<file path="src/rtl/vga_timing_pkg.sv">
// Shared VGA timing constants, the scan-phase type and helpers that derive
// axis totals and sync-window bounds from the four per-axis segment lengths.
package vga_timing_pkg;

    localparam int CNT_W = 10;

    localparam int H_VISIBLE_DEF = 640;
    localparam int H_FRONT_DEF   = 16;
    localparam int H_SYNC_DEF    = 96;
    localparam int H_BACK_DEF    = 48;
    localparam int V_VISIBLE_DEF = 480;
    localparam int V_FRONT_DEF   = 10;
    localparam int V_SYNC_DEF    = 2;
    localparam int V_BACK_DEF    = 33;

    typedef enum logic [1:0] {
        VISIBLE = 2'd0,
        FRONT   = 2'd1,
        SYNC    = 2'd2,
        BACK    = 2'd3
    } scan_phase_t;

    function automatic int axis_total(input int vis, input int front, input int sync, input int back);
        return vis + front + sync + back;
    endfunction

    function automatic int sync_start(input int vis, input int front);
        return vis + front;
    endfunction

    function automatic int sync_end(input int vis, input int front, input int sync);
        return vis + front + sync;
    endfunction

endpackage

</file>
<file path="src/rtl/vga_axis_counter.sv">
// One raster axis: a wrapping counter with phase decode of both the current
// and the next count, so callers can register flags in step with the count.
module vga_axis_counter
    import vga_timing_pkg::*;
#(
    parameter int VISIBLE_LEN = H_VISIBLE_DEF,
    parameter int FRONT_LEN   = H_FRONT_DEF,
    parameter int SYNC_LEN    = H_SYNC_DEF,
    parameter int BACK_LEN    = H_BACK_DEF
) (
    input  logic             clk,
    input  logic             rst_n,
    input  logic             inc,
    output logic [CNT_W-1:0] count,
    output scan_phase_t      phase,
    output logic             sync_n_nxt,
    output logic             active_nxt,
    output logic             wrap
);

    localparam int TOTAL = axis_total(VISIBLE_LEN, FRONT_LEN, SYNC_LEN, BACK_LEN);
    localparam logic [CNT_W-1:0] LAST        = CNT_W'(TOTAL - 1);
    localparam logic [CNT_W-1:0] FRONT_START = CNT_W'(VISIBLE_LEN);
    localparam logic [CNT_W-1:0] SYNC_START  = CNT_W'(sync_start(VISIBLE_LEN, FRONT_LEN));
    localparam logic [CNT_W-1:0] BACK_START  = CNT_W'(sync_end(VISIBLE_LEN, FRONT_LEN, SYNC_LEN));

    logic [CNT_W-1:0] count_d;
    logic [CNT_W-1:0] count_q;
    scan_phase_t      phase_nxt;

    function automatic scan_phase_t decode_phase(input logic [CNT_W-1:0] c);
        if (c < FRONT_START) return VISIBLE;
        if (c < SYNC_START)  return FRONT;
        if (c < BACK_START)  return SYNC;
        return BACK;
    endfunction

    always_comb begin
        wrap    = inc && (count_q == LAST);
        count_d = count_q;
        if (wrap) begin
            count_d = '0;
        end else if (inc) begin
            count_d = count_q + 1'b1;
        end
        phase_nxt = decode_phase(count_d);
    end

    always_ff @(posedge clk or negedge rst_n) begin
        if (!rst_n) begin
            count_q <= '0;
        end else begin
            count_q <= count_d;
        end
    end

    assign count      = count_q;
    assign phase      = decode_phase(count_q);
    assign sync_n_nxt = (phase_nxt != SYNC);
    assign active_nxt = (phase_nxt == VISIBLE);

endmodule

</file>
<file path="src/rtl/vga_timing_gen.sv">
// VGA raster timing: H/V counters, registered active-low syncs and blank, frame
// strobe and frame counter. Define VGA_SYNC_DELAY_EN to delay hs/vs one enabled pixel.
module vga_timing_gen
    import vga_timing_pkg::*;
#(
    parameter int H_VISIBLE = H_VISIBLE_DEF,
    parameter int H_FRONT   = H_FRONT_DEF,
    parameter int H_SYNC    = H_SYNC_DEF,
    parameter int H_BACK    = H_BACK_DEF,
    parameter int V_VISIBLE = V_VISIBLE_DEF,
    parameter int V_FRONT   = V_FRONT_DEF,
    parameter int V_SYNC    = V_SYNC_DEF,
    parameter int V_BACK    = V_BACK_DEF
) (
    input  logic        vga_clk,
    input  logic        reset_n,
    input  logic        pixel_en,
    output logic        hs,
    output logic        vs,
    output logic        blank,
    output logic [9:0]  DrawX,
    output logic [9:0]  DrawY,
    output logic        frame_end,
    output logic [7:0]  frame_count
);

    scan_phase_t h_phase;
    scan_phase_t v_phase;
    logic        h_sync_n_nxt;
    logic        v_sync_n_nxt;
    logic        h_active_nxt;
    logic        v_active_nxt;
    logic        h_wrap;
    logic        v_wrap;

    logic        hs_d, hs_q;
    logic        vs_d, vs_q;
    logic        blank_d, blank_q;
    logic [7:0]  frame_count_d, frame_count_q;

    vga_axis_counter #(
        .VISIBLE_LEN (H_VISIBLE),
        .FRONT_LEN   (H_FRONT),
        .SYNC_LEN    (H_SYNC),
        .BACK_LEN    (H_BACK)
    ) u_h_axis (
        .clk        (vga_clk),
        .rst_n      (reset_n),
        .inc        (pixel_en),
        .count      (DrawX),
        .phase      (h_phase),
        .sync_n_nxt (h_sync_n_nxt),
        .active_nxt (h_active_nxt),
        .wrap       (h_wrap)
    );

    vga_axis_counter #(
        .VISIBLE_LEN (V_VISIBLE),
        .FRONT_LEN   (V_FRONT),
        .SYNC_LEN    (V_SYNC),
        .BACK_LEN    (V_BACK)
    ) u_v_axis (
        .clk        (vga_clk),
        .rst_n      (reset_n),
        .inc        (h_wrap),
        .count      (DrawY),
        .phase      (v_phase),
        .sync_n_nxt (v_sync_n_nxt),
        .active_nxt (v_active_nxt),
        .wrap       (v_wrap)
    );

    // The V wrap fires only on the last pixel of the last line of an enabled cycle.
    assign frame_end = v_wrap;

    // Flags follow the next-state decode when the axis advances, else the current one.
    always_comb begin
        hs_d          = pixel_en ? h_sync_n_nxt : (h_phase != SYNC);
        vs_d          = h_wrap ? v_sync_n_nxt : (v_phase != SYNC);
        blank_d       = pixel_en ? (h_active_nxt && v_active_nxt)
                                 : ((h_phase == VISIBLE) && (v_phase == VISIBLE));
        frame_count_d = frame_count_q + {7'd0, frame_end};
    end

    always_ff @(posedge vga_clk or negedge reset_n) begin
        if (!reset_n) begin
            hs_q          <= 1'b1;
            vs_q          <= 1'b1;
            blank_q       <= 1'b1;
            frame_count_q <= 8'd0;
        end else begin
            hs_q          <= hs_d;
            vs_q          <= vs_d;
            blank_q       <= blank_d;
            frame_count_q <= frame_count_d;
        end
    end

    assign blank       = blank_q;
    assign frame_count = frame_count_q;

`ifdef VGA_SYNC_DELAY_EN
    logic hs_dly_d, hs_dly_q;
    logic vs_dly_d, vs_dly_q;

    // Extra enabled stage lines syncs up with the renderer's registered RGB.
    always_comb begin
        hs_dly_d = pixel_en ? hs_q : hs_dly_q;
        vs_dly_d = pixel_en ? vs_q : vs_dly_q;
    end

    always_ff @(posedge vga_clk or negedge reset_n) begin
        if (!reset_n) begin
            hs_dly_q <= 1'b1;
            vs_dly_q <= 1'b1;
        end else begin
            hs_dly_q <= hs_dly_d;
            vs_dly_q <= vs_dly_d;
        end
    end

    assign hs = hs_dly_q;
    assign vs = vs_dly_q;
`else
    assign hs = hs_q;
    assign vs = vs_q;
`endif

endmodule

</file>
<file path="config.mk">
export PLATFORM = sky130hd
export DESIGN_NAME = vga_timing_gen
export DESIGN_NICKNAME = d
export VERILOG_FILES = /design/src/rtl/vga_timing_pkg.sv /design/src/rtl/vga_axis_counter.sv /design/src/rtl/vga_timing_gen.sv
export SDC_FILE = /design/constraint.sdc
export NUM_CORES = 1
export LEC_CHECK = 0
export CAP_MARGIN = 20
export CORE_MARGIN = 4
export CORE_UTILIZATION = 50
export CTS_CLUSTER_SIZE = 14
export DETAILED_ROUTE_END_ITERATION = 12
export PLACE_DENSITY = 0.79
export SYNTH_ARGS = -nofsm -noshare
export SYNTH_HDL_FRONTEND = slang
export SYNTH_SLANG_ARGS = --single-unit
</file>
<file path="constraint.sdc">
create_clock -name vga_clk -period 3.3 [get_ports vga_clk]
set_input_delay 0.33 -clock vga_clk [delete_from_list [all_inputs] [get_ports vga_clk]]
set_output_delay 0.33 -clock vga_clk [all_outputs]
set_load 0.005 [all_outputs]
</file>
## Word level (Yosys, flattened, before mapping)

Index checks and enable logic that the tools add are counted.
W data, S select, Z words.

- Bits in registers: 31
- Latch bits: 0
- RAM bits: 0
- Bits in read-only memories: 0
- Input port bits: 3
- Output and inout bits: 32
- Word-level logic and storage cells: 90
- Memories kept: 0

- $add $sub $neg: 3
- $mul: 0
- Div/mod/pow operators: 0
- Magnitude comparators: 12
- Eq/ne operators: 6
- Shifts and indexed selects: 0
- Mux-type cells: 55
- Bitwise operators: 0
- Reduce and logical (&&, ||, !) cells: 8

Operators by type and width:

| operator | number |
|---|---|
| $lt A10 B10 Y1 const B | 6 |
| $lt A10 B9 Y1 const B | 6 |
| $mux W2 | 24 |
| $mux W10 | 4 |
| $mux W1 | 27 |
| $add A10 B1 Y10 const B | 2 |
| $eq A10 B10 Y1 const B | 2 |
| $add A8 B1 Y8 | 1 |
| $logic_not A2 Y1 | 4 |
| $ne A2 B2 Y1 const B | 4 |
| $logic_and A1 B1 Y1 | 4 |

## Depth between registers and ports, before layout

- Word-level depth: 15
- Gate-level depth with buffers: 10
- Mapped depth without buffers: 10

## Modules after synthesis

From an unflattened synthesis, not the netlist that was laid out.

- Cells, all modules: 195
- Area total of the unflattened synthesis: 1898.1 µm²

Modules (own cells, without submodules):

| module | times used | cells an instance | area an instance (µm²) | sequential area each (µm²) |
|---|---|---|---|---|
| vga_axis_counter (u_v_axis) | 1 | 79 | 755.7 | 250.2 |
| vga_axis_counter (u_h_axis) | 1 | 80 | 688.2 | 250.2 |
| vga_timing_gen | 1 | 36 | 454.2 | 279.0 |

## Worst setup path before layout

OpenSTA, ideal clock, no wires.

- Path kind: register to register
- Start: reg u_h_axis.count_q[5], in the netlist u_h_axis.count[5]
- End: reg frame_count_q[7], in the netlist frame_count[7]
- Setup time: 123 ps
- Arrival: 2386 ps
- Data required time: 3177 ps
- Setup slack: 791 ps
- Stages on the path, launching flop included: 11
- Buffers on the path: 2
- Clock period less this slack: 2509 ps
- Cell sequence: dfrtp_1 > buf_6 > or3_1 > or3_1 > buf_2 > and2b_1 > ha_1 > and3_1 > nand3_1 > or2_2 > xnor2_1

- Longest elaborated chain between the ends: 4

Ends and longest elaborated chain:

| item | line | source |
|---|---|---|
| from (decl) | vga_axis_counter.sv:28 | `logic [CNT_W-1:0] count_q;` |
| from (signal assigned) | vga_axis_counter.sv:53 | `count_q <= count_d;` |
| $eq A10 B10 Y1 | vga_axis_counter.sv:39 | `wrap = inc && (count_q == LAST);` |
| $logic_and A1 B1 Y1 (2 in a row) | vga_axis_counter.sv:39 |  |
| via frame_end | vga_timing_gen.sv:23 | `output logic frame_end,` |
| $add A8 B1 Y8 | vga_timing_gen.sv:82 | `frame_count_d = frame_count_q + {7'd0, frame_end};` |
| via frame_count_d[7] | vga_timing_gen.sv:39 | `logic [7:0] frame_count_d, frame_count_q;` |
| to (signal assigned) | vga_timing_gen.sv:95 | `frame_count_q <= frame_count_d;` |
| to (decl) | vga_timing_gen.sv:39 |  |

The timed path passes the listed nets, and every way through them passes these cells.

## Worst setup path after layout

- Start: reg u_h_axis.count_q[1], in the netlist u_h_axis.count[1]
- End: out frame_end

- Longest elaborated chain between the ends: 3

Ends and longest elaborated chain:

| item | line |
|---|---|
| $eq A10 B10 Y1 | vga_axis_counter.sv:39 |
| $logic_and A1 B1 Y1 (2 in a row) | vga_axis_counter.sv:39 |
| to (decl) | vga_timing_gen.sv:23 |

No other way between the ends.

==> summary.md <==
| Metric | Value |
|---|---|
| Post-route insts no fill | `248` |
| Switching power | `roughly 0.26 mW` |
| Final ANT Viol Nets | `0` |
| Synth top area share | `a little over two fifths` |
| Post-layout util | `roughly 67%` |
| Routed vias/inst | `~5.6` |
| Critical path cell sequence | `ha_1, nand3_1, or3_1, and2b_1, clkdlybuf4s50_1` |
| Htree depth | `2` |
| Synth area leader | `dfrtp_1` |
| Crit end category | `output port` |
| Worst skew pair latency | `between 0.3 and 0.4 ns` |
| DR iter-0 viols | `57` |
| Initial core utilization | `a little over half` |
| Slowest CP cell | `or3_1` |
| # nets final | `approximately 210` |
| Vias in the first global route | `1,292` |
| Gate power share | `between 15 and 20%` |
| CTS resizes | `0` |
| Clock Pin Slew Worst Setup and Hold Paths | `~0.1 ns` |
| Sw frac | `between 30% and 40%` |
| Avg Inst Size Synth | `9.77 sq um` |
| Count of final setup violators | `0` |
| Drt pass-1 iters | `4` |
| Slew Limit Headroom | `between 60 and 70%` |
| Share of layout cells above drive strength 1 | `8.33%` |
| Overall Global Routing Usage | `about a fifth` |
| DRC Markers | `0` |
| Main synth FF type | `dfrtp_1` |
| Filler Cell Count | `about 270` |
| Crit-path max cell delay | `0.55 ns` |
| Wire length per cell | `15.2 microns` |
| Most common cell in the synthesized netlist | `dfrtp_1` |
| Tmin final | `roughly 2.9 ns` |
| Peak Freq | `about 350 MHz` |
| Fin. Hold Viols | `0` |
| Routability cong. | `0.912` |
| Worst Max-Slew Pin Slew | `about 0.53 ns` |
| First-pass GRT wire length | `around 6.3 mm` |
| Worst VDD drop | `between 0.3 and 0.4 mV` |
| Placed cell count | `240` |
| Clock sink total | `31` |
| Leak Pwr | `0.875 nW` |
| Largest net degree at the start of global routing | `32` |
| RSZ-0062 raised after global routing | `false` |
| Slew Limit Fails | `0` |
| Top post-synthesis cells by area | `dfrtp_1 (42%), xnor2_1 (7.4%), dfstp_2 (4.8%)` |
| Synth warnings | `0` |
| Die width | `~65 microns` |
| Worst setup path class | `flip-flop to output port` |
| Seq pwr share | `54.7%` |
| Via count | `1,395` |
| Number of max-cap violations | `0` |
| Flops & latches, synth | `31` |
| Die footprint | `4280 sq um` |
| Mapped Area | `about 1700 sq um` |
| EDFF count, synth | `0` |
| HPWL Detailed | `approximately 2.7 mm` |
| Arrival time at the worst endpoint | `about 2.5 ns` |
| CP Max Fanout | `9` |
| Clock Power Share | `a little over a quarter` |
| PortBufs | `34` |
| Int Pwr | `0.608 mW` |
| Clock skew | `0.00903 ns` |
| Commonest cells post-synth | `dfrtp_1 (28), nand2_1 (18), nor2_1 (14), xnor2_1 (14)` |
| Clock buffer depth | `2` |
| Seq/Total Area, Yosys | `between 40% and 50%` |
| Global route total overflow | `0` |
| Core area | `between 3000 and 4000 sq um` |
| Final TNS setup | `0 ns` |
| PwrDens | `~420 nW/um^2` |
| Antenna diodes | `0` |
| Cell variety after synth | `a little over 40` |
| Final wirelength | `3.76 mm` |
| CP Launch Type | `flip-flop` |
| CTS Hold Bufs | `0` |
| Area delta synth->final | `25.7%` |
| Mapped Cells | `about 170` |
| Die H | `about 65 microns` |
| CTS tree | `done` |
| # rows | `20` |
| Syn_nets | `between 150 and 200` |
| Ys async rst share | `between 90% and 100%` |
| Num CTS Buffers | `5` |
| Status | `completed` |
| CTS root buffer | `clkbuf_4` |
| Hold Path Class | `primary input to asynchronous set/reset pin` |
| Post-CTS setup buffer count | `0` |
| Tcrit/Tclk final | `a little under 90%` |
| IO Pins | `35` |
| CP required | `2.97 ns` |
| Initial antenna violation count | `0` |
==> metrics by stage <==
step	power [mW]	instance area, sq um	setup slack, ns	hold slack [ns]
CTS	0.879	2070	0.447	0.374
global route	0.921	2070	0.288	0.382
finish	0.869	2070	0.447	0.363
detailed placement	0.644	2010	0.336	0.467
global placement	0.634	2010	0.419	0.461
floorplan	0.560	1650	0.791	0.0344
==> power by group through the flow <==
stage	clock network [mW]	logic [mW]	registers (mW)
floorplan	0	0.113	0.447
detailed placement	0	0.161	0.483
CTS	0.241	0.164	0.475
finish	0.233	0.161	0.475
global route	0.255	0.181	0.485
global placement	0	0.156	0.477
==> routing by layer <==
| layer | up-vias | global-route usage (%) | routed length (microns) | share of wire (%) |
|---|---|---|---|---|
| li1 | 676 | - | - | - |
| met1 | 663 | 23.9 | 1680 | 45 |
| met2 | 48 | 30.7 | 1760 | 47 |
| met3 | 8 | 7.35 | 273 | 7.3 |
| met4 | 0 | 6.22 | 54 | 1.4 |
| met5 | - | 0 | 0 | 0 |
==> area by class of cell <==
class | count | area (sq um) | area share, %
flip-flops and latches | 31 | 779 | 37.6
clock inverters | 1 | 5.00 | 0.241
multi-input cells | 125 | 813 | 39.2
repair buffers | 35 | 348 | 16.8
clock buffers | 7 | 55.1 | 2.65
inverters | 5 | 18.8 | 0.905
well taps | 44 | 55.1 | 2.65
==> kinds of logic after synthesis <==
family,Yosys count,synth area share [%]
mux,2,1.29
simple gates,78,26.0
compound gates,22,8.64
buf+inv,13,3.49
flops,31,47.2
xor+xnor,18,9.55
fa+ha+maj,5,3.79
==> path summary, 6_finish.rpt <==
path,depth (start not counted),slack (ns),end,from
worst max-delay path,5,0.45,frame_end,u_h_axis.count[1]$_DFFE_PN0P_
worst min-delay path,2,0.36,frame_count[3]$_DFF_PN0_,reset_n
worst max register to register,9,0.61,frame_count[7]$_DFF_PN0_,u_h_axis.count[1]$_DFFE_PN0P_
worst min register to register,1,0.48,frame_count[7]$_DFF_PN0_,frame_count[7]$_DFF_PN0_
max in group asynchronous,2,2.61,hs$_DFF_PN1_,reset_n
min in group vga_clk,1,0.48,frame_count[7]$_DFF_PN0_,frame_count[7]$_DFF_PN0_
==> critical path, delay by kind of cell, from the launching register on <==
| kind | cells | cell delay, ns |
|---|---|---|
| flip-flops | 1 | 0.42 |
| adder cells (fa/ha/maj) | 1 | 0.24 |
| buffers and inverters | 1 | 0.51 |
| AND/OR/NAND/NOR | 3 | 1.01 |
==> registers in the layout (all words and copies together), names as in the netlist <==
signal / count
vs: 1
blank: 1
frame_count: 8
hs: 1
u_h_axis.count: 10
u_v_axis.count: 10
==> cells in the final DEF (no fill, tap or decap), types with 2 or more instances in the layout <==
cell type	synthesis	layout
clkbuf_4	0	5
nand4_1	6	6
dfstp_2	3	3
nand4b_1	2	2
nand3_1	9	9
nand3b_1	3	3
nand2_1	18	18
ha_1	5	5
o21ai_0	9	9
nor3_1	3	3
or3_1	2	2
dfrtp_1	28	28
xor2_1	4	4
or4_1	2	2
nor4_1	4	4
inv_1	5	5
o31ai_1	2	2
xnor2_1	14	14
o211ai_1	3	3
a21oi_1	2	2
nor2_1	14	14
clkdlybuf4s50_1	0	34
and3_1	5	5
or2_2	2	2
No activity file was read; power rests on OpenSTA's default activity.
